## config.mk

```make
export PLATFORM = sky130hd
export DESIGN_NAME = frame_scanout
export DESIGN_NICKNAME = d
export VERILOG_FILES = /design/src/rtl/conway_pkg.sv /design/src/rtl/skid_fifo2.sv /design/src/rtl/wrap_counter.sv /design/src/rtl/frame_scanout.sv
export SDC_FILE = /design/constraint.sdc
export NUM_CORES = 1
export LEC_CHECK = 0
export CAP_MARGIN = 20
export CORE_UTILIZATION = 54
export CTS_BUF_LIST = sky130_fd_sc_hd__clkbuf_16
export DETAILED_ROUTE_END_ITERATION = 8
export GPL_TIMING_DRIVEN = 0
export PLACE_DENSITY = 0.94
export SLEW_MARGIN = 20
export SYNTH_ARGS = -nofsm -noshare
export SYNTH_HDL_FRONTEND = slang
export SYNTH_SLANG_ARGS = --single-unit
```

## constraint.sdc

```tcl
create_clock -name clk -period 5.7 [get_ports clk]
set_input_delay 1.14 -clock clk [delete_from_list [all_inputs] [get_ports clk]]
set_output_delay 1.14 -clock clk [all_outputs]
set_load 0.02 [all_outputs]
```

## src/rtl/conway_pkg.sv

```systemverilog
// Shared definitions for the Conway frame scan-out path: block geometry,
// bank mapping, FSM encoding and the pixel word carried through the output FIFO.
package conway_pkg;

    localparam int PIXELS_PER_BLOCK = 3;

    typedef enum logic [1:0] {
        ST_IDLE  = 2'd0,
        ST_SCAN  = 2'd1,
        ST_DRAIN = 2'd2
    } scan_state_t;

    typedef struct packed {
        logic data;
        logic sof;
        logic eol;
    } pixel_t;

    // Cells are interleaved over a 3x3 bank array by their position inside the block.
    function automatic logic [3:0] bank_index(input logic [1:0] px, input logic [1:0] py);
        return 4'(px) + 4'(py) * 4'(PIXELS_PER_BLOCK);
    endfunction

endpackage

```

## src/rtl/skid_fifo2.sv

```systemverilog
// Two-entry FIFO between the memory return path and the pixel stream; the head
// entry stays put until it is popped, so the stream holds steady under backpressure.
module skid_fifo2 #(
    parameter int WIDTH = 3
) (
    input  logic             clk,
    input  logic             resetn,
    input  logic             push,
    input  logic [WIDTH-1:0] push_data,
    input  logic             pop,
    output logic [WIDTH-1:0] head,
    output logic             not_empty,
    output logic [1:0]       count
);

    logic [WIDTH-1:0] store [2];
    logic             wr_ptr;
    logic             rd_ptr;
    logic             do_push;
    logic             do_pop;

    assign not_empty = (count != 2'd0);
    assign do_pop    = pop & not_empty;
    assign do_push   = push & ((count != 2'd2) | do_pop);
    assign head      = store[rd_ptr];

    // NOTE: the two storage words are reset too, so the stream outputs read 0 straight out of reset.
    always_ff @(posedge clk or negedge resetn) begin
        if (!resetn) begin
            store[0] <= '0;
            store[1] <= '0;
            wr_ptr   <= 1'b0;
            rd_ptr   <= 1'b0;
            count    <= 2'd0;
        end else begin
            if (do_push) begin
                store[wr_ptr] <= push_data;
                wr_ptr        <= ~wr_ptr;
            end
            if (do_pop) begin
                rd_ptr <= ~rd_ptr;
            end
            case ({do_push, do_pop})
                2'b10:   count <= count + 2'd1;
                2'b01:   count <= count - 2'd1;
                default: count <= count;
            endcase
        end
    end

endmodule

```

## src/rtl/wrap_counter.sv

```systemverilog
// Modulo counter: counts 0..MAX on inc, wraps to 0, and flags the terminal value
// so counters can be chained into a raster position.
module wrap_counter #(
    parameter int WIDTH = 2,
    parameter int MAX   = 2
) (
    input  logic             clk,
    input  logic             resetn,
    input  logic             clear,
    input  logic             inc,
    output logic [WIDTH-1:0] count,
    output logic             last
);

    assign last = (count == WIDTH'(MAX));

    // NOTE: state registers use non-blocking assignments so every flop samples pre-edge values.
    always_ff @(posedge clk or negedge resetn) begin
        if (!resetn) begin
            count <= '0;
        end else if (clear) begin
            count <= '0;
        end else if (inc) begin
            count <= last ? '0 : count + 1'b1;
        end
    end

endmodule

```

## src/rtl/frame_scanout.sv

```systemverilog
// Scans one frame of a banked cell memory in raster order and streams it out
// as a valid/ready pixel stream with start-of-frame and end-of-line markers.
module frame_scanout #(
    parameter int ADDR_WIDTH       = 2,
    parameter int WIDTH_BLOCKS     = 2,
    parameter int HEIGHT_BLOCKS    = 2,
    parameter int PIXELS_PER_BLOCK = 3
) (
    input  logic                  clk,
    input  logic                  resetn,
    input  logic                  start,
    input  logic                  frame_buffer_select,
    output logic [8:0]            mem_rd_en,
    output logic [ADDR_WIDTH-1:0] mem_rd_addr,
    output logic                  mem_rd_buffer,
    input  logic [8:0]            mem_rd_data,
    output logic                  m_valid,
    input  logic                  m_ready,
    output logic                  m_data,
    output logic                  m_sof,
    output logic                  m_eol,
    output logic                  busy,
    output logic                  frame_done
);

    import conway_pkg::*;

    localparam int BXW = (WIDTH_BLOCKS  > 1) ? $clog2(WIDTH_BLOCKS)  : 1;
    localparam int BYW = (HEIGHT_BLOCKS > 1) ? $clog2(HEIGHT_BLOCKS) : 1;

    scan_state_t    state;
    scan_state_t    state_next;

    logic [1:0]     px;
    logic [1:0]     py;
    logic [BXW-1:0] bx;
    logic [BYW-1:0] by;
    logic           px_last;
    logic           py_last;
    logic           bx_last;
    logic           by_last;
    logic           x_last;
    logic           frame_last;
    logic [3:0]     bank;

    logic           clear_cnt;
    logic           latch_buffer;
    logic           issue;
    logic           credit_ok;

    logic           rd_pending;
    logic [3:0]     bank_q;
    logic           sof_q;
    logic           eol_q;

    pixel_t         push_pixel;
    pixel_t         head_pixel;
    logic           fifo_not_empty;
    logic [1:0]     fifo_count;

    // Raster position is kept as pixel-in-block and block counters, so no divide is needed.
    wrap_counter #(.WIDTH(2), .MAX(PIXELS_PER_BLOCK - 1)) u_px (
        .clk(clk), .resetn(resetn), .clear(clear_cnt), .inc(issue),
        .count(px), .last(px_last)
    );
    wrap_counter #(.WIDTH(BXW), .MAX(WIDTH_BLOCKS - 1)) u_bx (
        .clk(clk), .resetn(resetn), .clear(clear_cnt), .inc(issue & px_last),
        .count(bx), .last(bx_last)
    );
    wrap_counter #(.WIDTH(2), .MAX(PIXELS_PER_BLOCK - 1)) u_py (
        .clk(clk), .resetn(resetn), .clear(clear_cnt), .inc(issue & x_last),
        .count(py), .last(py_last)
    );
    wrap_counter #(.WIDTH(BYW), .MAX(HEIGHT_BLOCKS - 1)) u_by (
        .clk(clk), .resetn(resetn), .clear(clear_cnt), .inc(issue & x_last & py_last),
        .count(by), .last(by_last)
    );

    assign x_last      = px_last & bx_last;
    assign frame_last  = x_last & py_last & by_last;
    assign bank        = bank_index(px, py);
    assign mem_rd_addr = ADDR_WIDTH'(bx) + ADDR_WIDTH'(by) * ADDR_WIDTH'(WIDTH_BLOCKS);
    assign mem_rd_en   = issue ? (9'd1 << bank) : 9'd0;

    // A read is only launched when its data is guaranteed a FIFO slot on return.
    assign credit_ok = (({1'b0, rd_pending} + fifo_count) < 2'd2);

    always_ff @(posedge clk or negedge resetn) begin
        if (!resetn) begin
            state <= ST_IDLE;
        end else begin
            state <= state_next;
        end
    end

    // NOTE: every output of this block gets a default first, so no path can infer a latch.
    always_comb begin
        state_next   = state;
        clear_cnt    = 1'b0;
        latch_buffer = 1'b0;
        issue        = 1'b0;
        frame_done   = 1'b0;
        case (state)
            ST_IDLE: begin
                if (start) begin
                    state_next   = ST_SCAN;
                    clear_cnt    = 1'b1;
                    latch_buffer = 1'b1;
                end
            end
            ST_SCAN: begin
                if (credit_ok) begin
                    issue = 1'b1;
                    if (frame_last) begin
                        state_next = ST_DRAIN;
                    end
                end
            end
            ST_DRAIN: begin
                if (!rd_pending && !fifo_not_empty) begin
                    state_next = ST_IDLE;
                    frame_done = 1'b1;
                end
            end
            default: state_next = ST_IDLE;
        endcase
    end

    assign busy = (state != ST_IDLE);

    always_ff @(posedge clk or negedge resetn) begin
        if (!resetn) begin
            mem_rd_buffer <= 1'b0;
        end else if (latch_buffer) begin
            mem_rd_buffer <= ~frame_buffer_select;
        end
    end

    // Flags travel beside the read so they meet the returned bit one cycle later.
    always_ff @(posedge clk or negedge resetn) begin
        if (!resetn) begin
            rd_pending <= 1'b0;
            bank_q     <= '0;
            sof_q      <= 1'b0;
            eol_q      <= 1'b0;
        end else begin
            rd_pending <= issue;
            if (issue) begin
                bank_q <= bank;
                sof_q  <= (px == '0) && (bx == '0) && (py == '0) && (by == '0);
                eol_q  <= x_last;
            end
        end
    end

    assign push_pixel = '{data: mem_rd_data[bank_q], sof: sof_q, eol: eol_q};

    skid_fifo2 #(.WIDTH($bits(pixel_t))) u_fifo (
        .clk       (clk),
        .resetn    (resetn),
        .push      (rd_pending),
        .push_data (push_pixel),
        .pop       (m_ready),
        .head      (head_pixel),
        .not_empty (fifo_not_empty),
        .count     (fifo_count)
    );

    assign m_valid = fifo_not_empty;
    assign m_data  = head_pixel.data;
    assign m_sof   = head_pixel.sof;
    assign m_eol   = head_pixel.eol;

endmodule

```

==> results.yml <==
grt:
  grt_pass1_wl_mm: 5.12
  antenna_found_initial: 0
  grt_remaining_overflow: 0
  grt_start_max_net_pins: 27
  grt_util_all_layers: 0.246
  grt_pass1_vias: 1180
clock_tree:
  clockRootBuffer: "clkbuf_16"
  cts_tree: "yes"
  cts_buffer_depth: 2
  htreeDepth: 1
  hold_buffers: 0
  cts_resized: 0
  cts.sinks: 26
  cts_made_buffers: 3
  post_cts.repair.setup_buffers: 0
  clkTransAtPathRegs_ns: 0.07
  clk-insertion-delay-late_ns: 0.26
sta:
  finalSetupTns_ns: 0
  setup_viol: 0
  tightest_slew_ns: 0.690
  relSlewSlack: 0.534
  timing.fmax_mhz: 223
  fin_skew_ns: 0.00581
  period_needed_ns: 4.48
  setup_slack_ns: 1.22
  rsz0062_at_grt: "no"
  timing.final.crit_share: 0.786
  slew_viol_final: 0
  hold_viol: 0
final_layout:
  final_cell_mix: "clkdlybuf4s50_1, dfrtp_1, nand2_1"
  stdcell_area_um2: 1960
  final_common_cell: "clkdlybuf4s50_1"
  antenna_cells: 0
  area_growth_pct: 29.6
  fill_cells: 181
  drive_above_1_share: 0.129
  final_nets: 210
synthesis:
  yosysWarnings: 0
  yosysTopAreaCell: "dfrtp_1"
  synth_edf_count: 0
  synth_top_area_share: 0.430
  yosys_register_bits: 26
  synth_cell_types: 44
  ys_seq_area_frac: 0.430
  avgSynthCellArea_um2: 10.0
  synthArstFlopShare: 1.00
  syn_inst: 151
  synth_flop_cell: "dfrtp_1"
  syn_nets: 174
  synth_area_leaders: "dfrtp_1, mux2_2, ha_1, nand2_1, nor2_1"
  syn_area_um2: 1510
drt:
  wl_mm: 3.21
  post_drt_wl_per_cell_um: 14.8
  routed-via-count: 1204
  ant_nets: 0
  drtIter0Drc: 8
  drc: 0
  drt-pass1-iter-count: 4
  viasPerCell: 5.57
floorplanning:
  start_util: 0.589
  dieArea_um2: 3020
  io_pins: 32
  die_w_um: 54.9
  fp.dieH_um: 54.9
  core_um2: 2570
  row_count: 18
power:
  power_frac_seq: 0.259
  power_switching_uw: 585
  p_clk_frac: 0.149
  leakage_uw: 0.000893
  comb_power_share: 0.593
  p_per_area_nw_per_um2: 694
  power_switching_share: 0.430
  intPower_uw: 776
  peakVddDrop_uv: 606
run:
  max-cap-violations: 0
worst_setup_path:
  end_kind: "output pin"
  cp_max_fo: 5
  worstSetupPathType: "flop to output pin"
  start_kind: "flop"
  worstPathArrival_ns: 3.34
  required_ns: 4.56
placement:
  dp_slack_ns: 1.59
  place_area_um2: 1860
  gp_congestion: 0.847
  dpl.hpwl_mm: 2.31
  io_buffer_count: 31
status:
  status: "finished clean"
min_path:
  hold_path_class: "flop to flop"
flip-flops by register name (all words and copies together) (netlist names), 2 cells and up:
| name | cells |
|---|---|
| u_fifo.store | 6 |
| bank_q | 4 |
| state | 2 |
| u_fifo.count | 2 |
| u_px.count | 2 |
| u_py.count | 2 |
power by group through the flow:
stage	logic (uW)	registers, uW	clock network [uW]
floorplan	558	334	0
global placement	748	345	0
detailed placement	787	353	0
CTS	810	353	205
global route	895	365	210
finish	807	352	202
through the flow:
stage | util | std cells | total power [uW] | hold slack (ns)
global route | 0.764 | 216 | 1470 | 0.520
finish | 0.764 | 216 | 1360 | 0.477
floorplan | - | 151 | 892 | 0.443
global placement | 0.725 | 212 | 1090 | 0.455
detailed placement | 0.725 | 212 | 1140 | 0.475
CTS | 0.766 | 216 | 1370 | 0.489
synthesized netlist by cell type (2+ instances only):
library cell,count
dfrtp_1,26
nand2_1,22
nor2_1,16
inv_1,8
mux2_2,8
ha_1,7
o21ai_0,6
xnor2_1,5
mux2i_1,4
buf_4,3
nor3_1,3
a21boi_1,2
a31oi_1,2
and2_1,2
and4b_1,2
clkbuf_1,2
fa_1,2
nand2b_1,2
nand3_1,2
nor3b_2,2
xor2_1,2
layer usage:
metal,global-route usage,share of wire
met5,0,0
met4,0.113,0.027
met3,0.0355,0.045
met2,0.442,0.51
met1,0.286,0.42
cell families after synthesis:
family,count (synthesis),share of synthesized area
xor gates and xnor gates,7,0.0405
buffers and inverters,15,0.0455
adders and majority gates,9,0.0844
and+or+nand+nor,65,0.231
AOI/OAI and AO/OA,16,0.0678
DFF,26,0.430
muxes,13,0.101
critical path, stage by stage, from the launching register on:
cell,delay (ns)
dfrtp_1,0.41
inv_1,0.10
fa_1,0.57
inv_1,0.06
ha_1,0.19
fa_1,0.44
or3_4,0.45
nor3b_2,0.22
clkdlybuf4s50_1,0.64
path summary, 6_finish.rpt:
path,end,slack [ns],from,depth (start not counted)
max in group asynchronous,u_py.count[1],4.45,resetn,1
worst min register to register,u_fifo.store[2],0.48,u_fifo.store[2],2
worst min-delay path,u_fifo.store[2],0.48,u_fifo.store[2],2
worst max register to register,bank_q[2],3.29,u_px.count[1],8
min in group asynchronous,u_fifo.store[1],0.86,resetn,1
worst max-delay path,mem_rd_en[4],1.22,u_px.count[1],8
layout make-up:
cell class	count	area, um2	share of cell area
Inverter	9	33.8	0.0172
Tap cell	30	37.5	0.0191
Buffer	6	35.0	0.0179
Multi-Input combinational cell	110	793	0.405
Sequential cell	26	651	0.332
Timing Repair Buffer	31	305	0.156
Clock buffer	3	75.1	0.0383
Clock inverter	1	30.0	0.0153
Power figures use the tool's default switching activity.
